[config.mk]
export PLATFORM = sky130hd
export DESIGN_NAME = vga_scan_gen
export DESIGN_NICKNAME = d
export VERILOG_FILES = /design/src/rtl/vga_scan_gen.sv
export SDC_FILE = /design/constraint.sdc
export NUM_CORES = 1
export LEC_CHECK = 0
export ABC_AREA = 1
export CELL_PAD_IN_SITES_DETAIL_PLACEMENT = 1
export CELL_PAD_IN_SITES_GLOBAL_PLACEMENT = 2
export CORE_MARGIN = 2
export CORE_UTILIZATION = 23
export CTS_CLUSTER_DIAMETER = 50
export DETAILED_ROUTE_END_ITERATION = 12
export PLACE_DENSITY_LB_ADDON = 0.05
export SETUP_SLACK_MARGIN = 0.1
export SLEW_MARGIN = 0
export SYNTH_ARGS = -nofsm -noshare
export SYNTH_HDL_FRONTEND = slang
export SYNTH_SLANG_ARGS = --single-unit
[constraint.sdc]
create_clock -name clk -period 3.1 [get_ports clk]
set_input_delay 0.465 -clock clk [delete_from_list [all_inputs] [get_ports clk]]
set_output_delay 0.465 -clock clk [all_outputs]
set_load 0.05 [all_outputs]
[src/rtl/vga_scan_gen.sv]
// vga_scan_gen: raster scan generator and layer compositor for a 640x480 @ 72 Hz display.
// Stage 0 holds the h/v counters that drive the coordinate bus, plus the combinational
// sync decode and the layer priority select. Stage 1 registers RGB and sync so that
// they reach the pins together, one clock after the coordinates.
module vga_scan_gen #(
    parameter int       H_ACTIVE   = 640,
    parameter int       H_FP       = 24,
    parameter int       H_SYNC     = 40,
    parameter int       H_BP       = 128,
    parameter int       V_ACTIVE   = 480,
    parameter int       V_FP       = 9,
    parameter int       V_SYNC     = 3,
    parameter int       V_BP       = 28,
    parameter logic     SYNC_POL   = 1'b0,
    parameter int       NUM_LAYERS = 4
) (
    input  logic                      clk,
    input  logic                      rst,
    output logic [11:0]               pixel_row,
    output logic [11:0]               pixel_column,
    output logic                      video_on,
    output logic                      frame_tick,
    input  logic [4*NUM_LAYERS-1:0]   layer_pix,
    input  logic [12*NUM_LAYERS-1:0]  layer_color,
    input  logic [11:0]               bg_color,
    output logic [11:0]               vga_rgb,
    output logic                      vga_hs,
    output logic                      vga_vs
);

    localparam int H_TOTAL = H_ACTIVE + H_FP + H_SYNC + H_BP;
    localparam int V_TOTAL = V_ACTIVE + V_FP + V_SYNC + V_BP;

    // All window edges are 12-bit unsigned so every compare matches the counter width.
    localparam logic [11:0] H_LAST   = 12'(H_TOTAL - 1);
    localparam logic [11:0] V_LAST   = 12'(V_TOTAL - 1);
    localparam logic [11:0] H_VIS    = 12'(H_ACTIVE);
    localparam logic [11:0] V_VIS    = 12'(V_ACTIVE);
    localparam logic [11:0] HS_START = 12'(H_ACTIVE + H_FP);
    localparam logic [11:0] HS_END   = 12'(H_ACTIVE + H_FP + H_SYNC);
    localparam logic [11:0] VS_START = 12'(V_ACTIVE + V_FP);
    localparam logic [11:0] VS_END   = 12'(V_ACTIVE + V_FP + V_SYNC);

    logic [11:0] h_cnt;
    logic [11:0] v_cnt;
    logic        h_last;
    logic        v_last;
    logic        hs_active;
    logic        vs_active;
    logic [11:0] rgb_next;

    assign h_last = (h_cnt == H_LAST);
    assign v_last = (v_cnt == V_LAST);

    // Stage 0: pixel counter runs every clock; line counter steps only on the pixel wrap.
    // NOTE: non-blocking assignments for all registered state so every flop samples pre-edge values.
    always_ff @(posedge clk or posedge rst) begin
        if (rst) begin
            h_cnt <= '0;
            v_cnt <= '0;
        end else if (h_last) begin
            h_cnt <= '0;
            v_cnt <= v_last ? 12'd0 : v_cnt + 12'd1;
        end else begin
            h_cnt <= h_cnt + 12'd1;
        end
    end

    // Coordinates come straight from the counter registers; off-screen values pass through.
    assign pixel_column = h_cnt;
    assign pixel_row    = v_cnt;
    assign video_on     = (h_cnt < H_VIS) && (v_cnt < V_VIS);
    assign frame_tick   = h_last && v_last;
    assign hs_active    = (h_cnt >= HS_START) && (h_cnt < HS_END);
    assign vs_active    = (v_cnt >= VS_START) && (v_cnt < VS_END);

    // Stage 0 composite: lowest-index opaque layer wins, background otherwise, black when blanked.
    // NOTE: rgb_next gets a default before the loop so no path leaves it unassigned (no latch).
    always_comb begin
        rgb_next = bg_color;
        for (int i = NUM_LAYERS - 1; i >= 0; i--) begin
            if (layer_pix[4*i +: 4] != 4'h0) begin
                rgb_next = layer_color[12*i +: 12];
            end
        end
        if (!video_on) begin
            rgb_next = 12'h000;
        end
    end

    // Stage 1: register colour and sync together so they stay aligned at the pins.
    always_ff @(posedge clk or posedge rst) begin
        if (rst) begin
            vga_rgb <= 12'h000;
            vga_hs  <= ~SYNC_POL;
            vga_vs  <= ~SYNC_POL;
        end else begin
            vga_rgb <= rgb_next;
            vga_hs  <= hs_active ? SYNC_POL : ~SYNC_POL;
            vga_vs  <= vs_active ? SYNC_POL : ~SYNC_POL;
        end
    end

endmodule
==> metrics list, run 1 <==
* Status: completed
* Hold Fails Final Rpt: 0
* Drc violations: 0
- Wire length reported by the detailed router: 8.332 mm
- Syn nets: 441
* Hpwl dp: 6.640 mm
* Proportion of total power due to net switching: 26.41%
- 0 antenna diodes ended up in the layout.
- Post-layout total power: 1.101 mW
- Across the VDD grid, the largest voltage drop is 0.1272 mV.
- The worst path in the final design needs a cycle of 2585 ps, including I/O delays and setup.
- The detailed router finished its first iteration with 82 violations.
- Worst EP required: 2630 ps
* Path class of the lowest-slack min-delay path: reg -> reg
- In this run the clock root is driven by a clkbuf_8.
- On the final layout, the worst clock skew is 9.689 ps.
- In this run the tightest slew margin relative to its limit is 44.14%.
* Post-CTS setup buffers: 0
- Post-layout net count: 558
* Post-synthesis register bit count: 38
* GR Overflow Total: 0
* Biggest area consumer among synthesized cells: dfrtp_1
- Compared with the post-synthesis result, the final layout area differs by 55.69%.
* Setup violation total in the final timing report: 0
- Fill cells in the final layout number 1360.
- Global routing used 14.83% of the available tracks.
* Number of clock sinks: 38
- CTS Buf Count: 5
- Based on the critical path, the design can be clocked at up to 386.9 MHz.
* Via count: 2683
- Number of nets with antenna violations after detailed routing: 0
- Net load switching power: 290.7 uW
- Count of pins over their slew limit: 0
- Critical path type: reg -> out
* Gate count of the mapped netlist: 359
- Final design utilization: 36.46%
- Of the total power, the clock network draws 33.1%.
- Final weighted congestion in routability-driven placement: 0.7817
- Buffer levels on the longest clock path: 2
- After synthesis the cells add up to 2516 um2.
- The first global-routing pass estimated 13.93 mm of wire.
* Top area cells in the synthesized netlist: dfrtp_1 36%, nand2_1 13%, nand3_1 8.4%
- The top cell type by area accounts for 35.80% of the synthesized area.
* Part of the power in combinational logic: 20.7%
- Dominant cell type by count on the critical path: nor2_2
- At the worst endpoint, the arrival time is 2120 ps.
- Leaving out fill and tap cells, the most frequent cell in the layout is clkdlybuf4s50_1.
* Part of the Yosys area used for sequential elements: 37.89%
- RSZ-0062 raised after global routing: false
* Power density over cell area: 281.0 nW/um2
- Slowest stage cell on the critical path: clkdlybuf4s50_1
- Traced cell by cell, the critical path runs through nand2_1 > nor2_2 > nor2_2 > nand2_2 > nor2_4 > clkdlybuf4s50_1.
* Number of violations of the max-capacitance limit: 0
- A synthesized cell averages 7.009 um2.
* I/O pin count: 118
- Biggest fanout along the worst timing path: 6
- Width of the die: 108.6 um
* Summed negative setup slack over all endpoints: 0 ps
- Actual slew at the worst max-slew pin: 835.9 ps
* CTS HTree Levels: 2
* Portion of total power attributed to sequential cells: 46.2%
- Maximum number of pins on one net before global-route repair: 39
- Port Buf Inserts: 117
- Largest incremental delay on the critical path: 810 ps
- Netlist cell types: 28
- Standby leakage power: 1.794 nW
- Area of the die: 11790 um2
- Yosys printed 0 warnings.
* Clock slew at the register clock pins of the worst setup and hold paths: 80 ps
* CTS tree: built
- Critical path capture point type: output pin
* Layout cell share with drive strength beyond 1: 10.27%
* Launching element type of the critical path: register
* Chip height: 108.6 um
- Post-route clock period utilization: 83.37%
- First-pass DRT Iterations: 3
- Clk Latency, worst-skew pair: 290 ps
- CORE AREA: 10750 um2
* Via count of the first global-routing pass: 2817
* Number of antenna violations at the first check in global routing: 0
* Routed via count divided by cell count: 4.348
- Commonest non-fill, non-tap cells in the layout: 116 x clkdlybuf4s50_1, 84 x nand2_1, 51 x nor2_1
- In the final routed layout, each cell accounts on average for 13.50 um.
- Internal power comes to 810.1 uW.
* Floorplan row count: 38
* Effective utilization at floorplan: 23.42%
[metrics by stage]
step / worst slack, ps / area, um2 / hold WS, ps / instances
6_report: 515.4 / 3918 / 507.9 / 617
3_3_place_gp: 555.8 / 3824 / 467.1 / 609
2_1_floorplan: 547.6 / 2516 / 655.9 / 359
4_1_cts: 172.4 / 3915 / 519.6 / 617
3_5_place_dp: 508.8 / 3824 / 504.5 / 609
5_1_grt: 368.9 / 3918 / 555.3 / 617
[worst paths after layout]
check,from,end,slack [ps],depth (start not counted)
setup reg to reg,pixel_column[0],pixel_row[7],1440,8
max in group asynchronous,rst,vga_vs,2120,3
hold / removal,pixel_column[0],pixel_column[0],510,1
min in group asynchronous,rst,pixel_column[7],610,3
setup / recovery,pixel_row[7],video_on,520,6
hold reg to reg,pixel_column[0],pixel_column[0],510,1
[layout make-up]
| class | count | area, um2 | area share [%] |
|---|---|---|---|
| Multi-Input combinational cell | 266 | 1329 | 33.92 |
| Clock inverter | 1 | 5.005 | 0.1278 |
| Inverter | 44 | 165.2 | 4.216 |
| Tap cell | 140 | 175.2 | 4.471 |
| Timing Repair Buffer | 121 | 1204 | 30.72 |
| Clock buffer | 7 | 86.33 | 2.204 |
| Sequential cell | 38 | 953.4 | 24.34 |
[synthesized netlist by cell type]
cell       count
a21oi_1       19
a21oi_2        9
buf_12         1
buf_2          3
buf_6          1
clkbuf_1       6
dfrtp_1       36
dfstp_2        2
ha_1           4
inv_1         38
inv_2          6
nand2_1       84
nand2_2       14
nand3_1       42
nand3b_1       1
nand4_1        6
nor2_1        51
nor2_2         3
nor2_4         2
nor2_8         1
nor3_1         8
nor3_2         1
o2111ai_1      1
o211ai_1       2
o21ai_0        2
o21ai_1        8
xnor2_1        3
xor2_1         5
[sequential cells by signal (all words and copies together), names as in the netlist]
register / count
pixel_column: 12
vga_rgb: 12
vga_vs: 1
pixel_row: 12
vga_hs: 1
[critical path: cells and delay by family (launching register included)]
family	cells	cell delay, ps
AND/OR/NAND/NOR	5	560
buffers and inverters	1	810
flip-flops	1	460
[routing by layer]
metal	routed length [um]	global-route usage (%)	up-vias
met4	82	3.480	0
met5	0	0	-
li1	-	-	1372
met1	3508	17.40	1236
met3	597	4.641	6
met2	4143	26.29	69
[kinds of logic (layout without fill, tap and decap cells)]
kind of cell	count (synthesis)	count (layout)	synth area share, %
XOR/XNOR	8	8	2.785
AND/OR/NAND/NOR	213	213	38.19
AO/OA/AOI/OAI	41	41	9.846
buffers and inverters	55	173	9.299
flip-flops	38	38	37.89
adder cells (fa/ha/maj)	4	4	1.989
[power groups by stage]
| stage | clock, mW | combinational [mW] | sequential, mW |
|---|---|---|---|
| finish | 0.365 | 0.228 | 0.509 |
| global route | 0.399 | 0.248 | 0.510 |
| CTS | 0.382 | 0.232 | 0.509 |
| detailed placement | 0 | 0.231 | 0.518 |
| global placement | 0 | 0.230 | 0.518 |
| floorplan | 0 | 0.0570 | 0.557 |
[timing repair]
action	4_1_cts	5_1_grt
hold buffers	0	0
gates resized for setup	0	1
setup endpoints to repair	0	1
Note: power is estimated with default switching activity, not from simulation.
==> run 2: changes to the inputs <==
CORE_UTILIZATION = 21   (was 23)
clock period = 2.5 ns   (was 3.1 ns; I/O delays follow)
==> run 2 against run 1 <==
Effect of this change: cell count is 0.81% higher; clock power is 140% higher; register-to-register slack worse by 550 ps; critical path type unchanged; flip-flop and latch count stayed put; sequential share of layout area is 0.88 points lower; combinational power is 25% higher; critical path depth stayed put; critical endpoint is now frame_tick; power is 62% higher; hold slack worse by 21 ps; die area is 9.2% higher.
==> metrics list, run 2 (same netlist as run 1, synthesis figures left out) <==
* Status: completed
- The number of max-capacitance violations reported came to 0 (unchanged).
* Worst EP required: 2120 ps (-510 ps)
* Layout cell share with drive strength beyond 1: 11.48% (+1.2 points)
* RSZ-0062 raised after global routing: false
* Share of power burned in the clock network: 48.5% (+15 points)
- Clock slew at the register clock pins of the worst setup and hold paths: 60 ps (-20 ps)
- The diode insertion count for antenna repair was 0 (unchanged).
* Number of nets with antenna violations after detailed routing: 0 (unchanged)
- The top-level port count came to 118 (unchanged).
- The maximum net fanout on the critical path is 7 (+1).
- The total of hold buffers inserted after clock tree synthesis is 0 (unchanged).
- The effective utilization at floorplan is 21.76% (-1.7 points).
- The clock period could shrink to 2175 ps.
* Commonest non-fill, non-tap cells in the layout: 115 x clkdlybuf4s50_1, 84 x nand2_1, 50 x nor2_1
* Post-route clock period utilization: 86.98%
- The number of cells in the design after placement is 614 (+0.82%).
- Maximum vdd drop: 0.3653 mV (+190%)
- The initial antenna violation count is 0 (unchanged).
* Starting DRC count in detailed routing: 90 (+9.8%)
* Critical path capture point type: output pin
* Part of the power in combinational logic: 16.0% (-4.7 points)
- Crit path arrival time: 1800 ps (-320 ps)
* Standby leakage power: 1.843 nW (+2.8%)
- The share of total power in sequential cells is 35.5% (-11 points).
* Clk Latency, worst-skew pair: 280 ps (about the same)
- The per-cell via count in the routed design was 4.336 (-0.29%).
- Hold Fails Final Rpt: 0 (unchanged)
- Floorplan row count: 39 (+2.6%)
- The worst setup path is launched from a register.
* Pre-CTS setup slack: 583.0 ps (+74.23 ps)
- Int Power: 1.383 mW (+71%)
- The power density over cell area was 437.7 nW/um2 (+56%).
- The layer flagged by global routing as most heavily used is met2.
* Achievable frequency: 459.9 MHz
* Post-CTS sizing: 0 (unchanged)
- The number of remaining DRC errors is 0 (unchanged).
- CTS HTree Levels: 2 (unchanged)
- Number of clock sinks: 38 (unchanged)
* Largest clock skew in the final design: 3.300 ps (-6.389 ps)
- Traced cell by cell, the critical path runs through ha_1 > nand3_1 > nor2_1 > nand2_1 > nor2_2 > buf_12.
- Hpwl dp: 6.794 mm (+2.3%)
- The number of search-and-repair iterations in the first detailed-routing pass came to 4 (+1).
- Overall routing resource usage: 13.70% (-1.1 points)
- The count of buffers added by post-CTS timing repair for setup was 0 (unchanged).
* Net load switching power: 395.6 uW (+36%)
- The die width came to 113.5 um (+4.5%).
* Area of the die: 12870 um2 (+9.2%)
- Port Buf Inserts: 117 (unchanged)
- Via count: 2697 (+0.52%)
- The post-layout worst setup margin is 325.5 ps (-189.9 ps).
* Count of pins over their slew limit: 0 (unchanged)
- The library cell used most frequently in the layout, excluding fill and tap cells, is clkdlybuf4s50_1.
* GR Layer Usage met1: 16.03% (-1.4 points)
- The fraction of power spent switching nets was 22.24% (-4.2 points).
- Root Driver: clkbuf_16
- The core area was 11560 um2 (+7.6%).
- The global-route wire length before repair was 14.25 mm (+2.3%).
- Wire length reported by the detailed router: 8.590 mm (+3.1%)
* CTS Buf Count: 5 (unchanged)
- The global placer's final weighted congestion was 0.7607 (-2.7%).
- GR Overflow Total: 0 (unchanged)
- Actual slew at the worst max-slew pin: 589.9 ps (-245.9 ps)
- TritonCTS built the clock tree.
- The filler-free cell count of the finished design was 622 (+0.81%).
* Largest incremental delay on the critical path: 460 ps (-350 ps)
- From synthesis to final layout, the design area changed by 61.51%.
* Setup violation total in the final timing report: 0 (unchanged)
- Via count of the first global-routing pass: 2874 (+2.0%)
* Average wire per cell in the routed design: 13.81 um (+2.3%)
- Maximum number of pins on one net before global-route repair: 39 (unchanged)
* Buffer levels on the longest clock path: 2 (unchanged)
- Path class of the lowest-slack min-delay path: reg -> reg
- The global-route met2 utilization came to 24.07% (-2.2 points).
* Slowest stage cell on the critical path: dfrtp_1
* Met3 routing resource usage after global routing: 4.570% (-0.072 points)
- The worst slew slack as a fraction of its limit was 60.55% (+16 points).
- Critical path type: reg -> out
- The sum of negative setup slack came to 0 ps (unchanged).
- Chip height: 113.5 um (+4.5%)
* Post-layout net count: 560 (+0.36%)
run 2: worst max-delay path: cells and delay by family (launching register included):
| kind | cells | cell delay [ps] |
|---|---|---|
| and+or+nand+nor | 4 | 560 |
| DFF | 1 | 460 |
| adders and majority gates | 1 | 340 |
| buffers and inverters | 1 | 150 |
run 2: path summary, 6_finish.rpt:
kind	startpoint	end	slack (ps)	cells past startpoint
hold / removal	pixel_column[0]	pixel_column[0]	490	1
setup / recovery	pixel_row[0]	frame_tick	330	6
max in group asynchronous	rst	vga_vs	1610	3
hold reg to reg	pixel_column[0]	pixel_column[0]	490	1
min in group asynchronous	rst	pixel_column[0]	530	3
setup reg to reg	pixel_column[0]	pixel_row[7]	890	8
run 2: area by class of cell:
| cell class | instances | area, um2 |
|---|---|---|
| multi-input cells | 266 | 1331 |
| fillers | 1404 | 7501 |
| repair buffers | 123 | 1236 |
| inverters | 44 | 165.2 |
| well taps | 143 | 178.9 |
| flip-flops and latches | 38 | 953.4 |
| clock inverters | 2 | 60.06 |
| clock buffers | 6 | 138.9 |
run 2: power groups by stage:
stage               combinational [mW]  sequential (mW)  clock [mW]
floorplan                       0.0707            0.691           0
global placement                 0.288            0.643           0
detailed placement               0.289            0.643           0
CTS                              0.290            0.632       0.891
global route                     0.310            0.632       0.906
finish                           0.284            0.631       0.863
run 2: metrics by stage:
| step | total power, mW | util [%] | cell area, um2 | hold slack, ps |
|---|---|---|---|---|
| 2_1_floorplan | 0.7614 | - | 2519 | 565.9 |
| 3_3_place_gp | 0.9314 | 33.42 | 3865 | 468.1 |
| 3_5_place_dp | 0.9324 | 33.42 | 3865 | 482.8 |
| 4_1_cts | 1.813 | 35.14 | 4064 | 489.4 |
| 5_1_grt | 1.849 | 35.14 | 4064 | 516.3 |
| 6_report | 1.779 | 35.14 | 4064 | 486.9 |
run 2: per-layer routing:
| layer | up-vias | wire length [um] |
|---|---|---|
| li1 | 1380 | - |
| met1 | 1237 | 3670 |
| met2 | 73 | 4125 |
| met3 | 7 | 686 |
| met4 | 0 | 109 |
| met5 | - | 0 |
==> run 3: changes to the inputs <==
RECOVER_POWER = 50   (was not set)
==> run 3 against run 2 <==
Effect of this change: clock skew about the same; power about the same; clock power about the same; critical endpoint unchanged; register-to-register slack worse by 570 ps; via count down 0.11%; worst setup slack worse by 2.2 ps; sequential share of layout area up 0.26 points; flip-flop and latch count unchanged.
==> metrics list, run 3 (same netlist as run 1, synthesis figures left out) <==
- The full die area came to 12870 um2 (unchanged).
- The number of remaining DRC errors is 0 (unchanged).
- The final routed wirelength across all metal layers is 8.595 mm (about the same).
- The number of cells on the worst reg-to-reg path was 8 (unchanged).
- The required time of the critical path is 2120 ps (about the same).
- The top-level port count was 118 (unchanged).
- The number of fillers in the final layout was 1406 (+0.14%).
- The number of search-and-repair iterations in the first detailed-routing pass came to 4 (unchanged).
- The per-cell via count in the routed design came to 4.331 (-0.11%).
* Floorplan row count: 39 (unchanged)
* Average wire per cell in the routed design: 13.82 um (about the same)
* Crit path arrival time: 1800 ps (about the same)
- Number of inserted diodes: 0 (unchanged)
* Launching element type of the critical path: register
- Critical path type: reg -> out
- Maximum vdd drop: 0.3652 mV (about the same)
* Overall routing resource usage: 13.70% (unchanged)
* Commonest non-fill, non-tap cells in the layout: 114 x clkdlybuf4s50_1, 86 x nand2_1, 54 x nor2_1
- The power density over cell area was 442.3 nW/um2 (+1.0%).
* Hold Path Depth: 1 (unchanged)
* Post-Place Cell Area: 3865 um2 (unchanged)
- The vertical die dimension came to 113.5 um (unchanged).
* Area of all placed cells without fillers: 4019 um2 (-1.1%)
* Setup violation total in the final timing report: 0 (unchanged)
- The via count of the first global-routing pass was 2874 (unchanged).
* Hold path startpoint: pixel_column[0]
- The static leakage came to 1.800 nW (-2.3%).
* Pre-CTS setup slack: 583.0 ps (unchanged)
- Path class of the lowest-slack min-delay path: reg -> reg
* Effective utilization at floorplan: 21.76% (unchanged)
* Clock slew at the register clock pins of the worst setup and hold paths: 60 ps (about the same)
* Endpoint of the worst hold path: pixel_column[0]
- CTS Buf Count: 5 (unchanged)
- CORE AREA: 11560 um2 (unchanged)
- The number of nets in the layout is 560 (unchanged).
* Reg-to-reg startpoint: pixel_row[7]
- The share of total power in combinational logic is 15.9% (about the same).
- Starting DRC count in detailed routing: 83 (-7.8%)
* Buffer levels on the longest clock path: 2 (unchanged)
- Post-CTS setup buffers: 0 (unchanged)
- Relative slew margins: 31.16% (-29 points)
* Number of nets with antenna violations after detailed routing: 0 (unchanged)
- Status: completed
- CTS tree: built
- Portion of total power attributed to sequential cells: 35.5% (about the same)
* Actual slew at the worst max-slew pin: 1033 ps (+442.6 ps)
- Final critical path time including I/O delays and setup: 2177 ps (+2.231 ps)
* Achievable frequency: 459.4 MHz (-0.10%)
- Hpwl dp: 6.794 mm (unchanged)
- The largest net degree at the start of global routing came to 39 (unchanged).
* Hold Fails Final Rpt: 0 (unchanged)
* Area growth from synthesis to final layout: 59.72%
- The library cell used most frequently in the layout, excluding fill and tap cells, is clkdlybuf4s50_1.
- The global-route wire length before repair is 14.25 mm (unchanged).
- The total of hold buffers inserted after clock tree synthesis came to 0 (unchanged).
* Biggest fanout along the worst timing path: 7 (unchanged)
- The die width was 113.5 um (unchanged).
- Root Driver: clkbuf_16
* Largest clock skew in the final design: 3.266 ps (-0.03464 ps)
- RSZ-0062 raised after global routing: false
- Count of pins over their slew limit: 0 (unchanged)
- The switching power of the nets is 395.3 uW (about the same).
* Final WS setup: 323.3 ps (-2.231 ps)
- The final clock period utilization by the worst path was 87.07% (+0.089 points).
- Proportion of total power due to net switching: 22.24% (about the same)
- GR Overflow Total: 0 (unchanged)
- In this run the critical register-to-register path is captured at vga_rgb[11].
- Worst hold slack after final layout: 485.3 ps (-1.546 ps)
- Critical path capture point type: output pin
- Share of power burned in the clock network: 48.5% (about the same)
- Reg2Reg Setup Slack: 320 ps (-570 ps)
- The number of clock sinks came to 38 (unchanged).
- Summed negative setup slack over all endpoints: 0 ps (unchanged)
- The global placer's final weighted congestion came to 0.7607 (unchanged).
* Port Buf Inserts: 117 (unchanged)
* Layout cell share with drive strength beyond 1: 10.02% (-1.5 points)
- The clock latency on the worst-skew pair came to 280 ps (about the same).
* Int Power: 1.382 mW (about the same)
- The via total after detailed routing came to 2694 (-0.11%).
* Post-CTS sizing: 0 (unchanged)
* Number of violations of the max-capacitance limit: 0 (unchanged)
- The number of H-tree branching levels came to 2 (unchanged).
- Number of antenna violations at the first check in global routing: 0 (unchanged)
-- run 3: final cells by class --
cell class / count / area (um2) / share of cell area (%)
well taps: 143 / 178.9 / 4.452
repair buffers: 123 / 1230 / 30.60
inverters: 44 / 165.2 / 4.110
clock inverters: 2 / 60.06 / 1.494
flip-flops and latches: 38 / 953.4 / 23.72
multi-input cells: 266 / 1292 / 32.16
clock buffers: 6 / 138.9 / 3.456
-- run 3: metal layers --
metal | global-route usage [%] | up-vias | wire length (um)
li1 | - | 1380 | -
met1 | 16.03 | 1234 | 3658
met2 | 24.07 | 73 | 4141
met3 | 4.570 | 7 | 686
met4 | 3.659 | 0 | 109
met5 | 0 | - | 0
-- run 3: power by group through the flow --
stage / Combinational (mW) / Sequential (mW) / Clock (mW)
detailed placement: 0.289 / 0.643 / 0
finish: 0.283 / 0.631 / 0.863
floorplan: 0.0707 / 0.691 / 0
CTS: 0.290 / 0.632 / 0.891
global placement: 0.288 / 0.643 / 0
global route: 0.309 / 0.633 / 0.906
-- run 3: worst max path at each step --
stage	startpoint	end	slack, ps	cells after the start
final	pixel_row[0]	frame_tick	320	6
after global routing	pixel_column[10]	vga_rgb[1]	80	8
after CTS	pixel_column[0]	frame_tick	300	6
after detailed placement	layer_pix[5]	vga_rgb[2]	580	6
after global placement	layer_pix[7]	vga_rgb[10]	630	6
after floorplan	pixel_column[0]	frame_tick	240	5
-- run 3: critical path: stages (launching register included) --
cell and delay, ps:
dfrtp_1 470, ha_1 340, nand3_1 110, nor2_1 110, nand2_1 160, nor2_2 180
buf_12 150
-- run 3: per-stage QoR --
stage | utilization [%] | power [mW] | cells
floorplan | - | 0.7614 | 359
global placement | 33.42 | 0.9314 | 614
detailed placement | 33.42 | 0.9324 | 614
CTS | 35.14 | 1.813 | 622
global route | 34.75 | 1.848 | 622
finish | 34.75 | 1.777 | 622
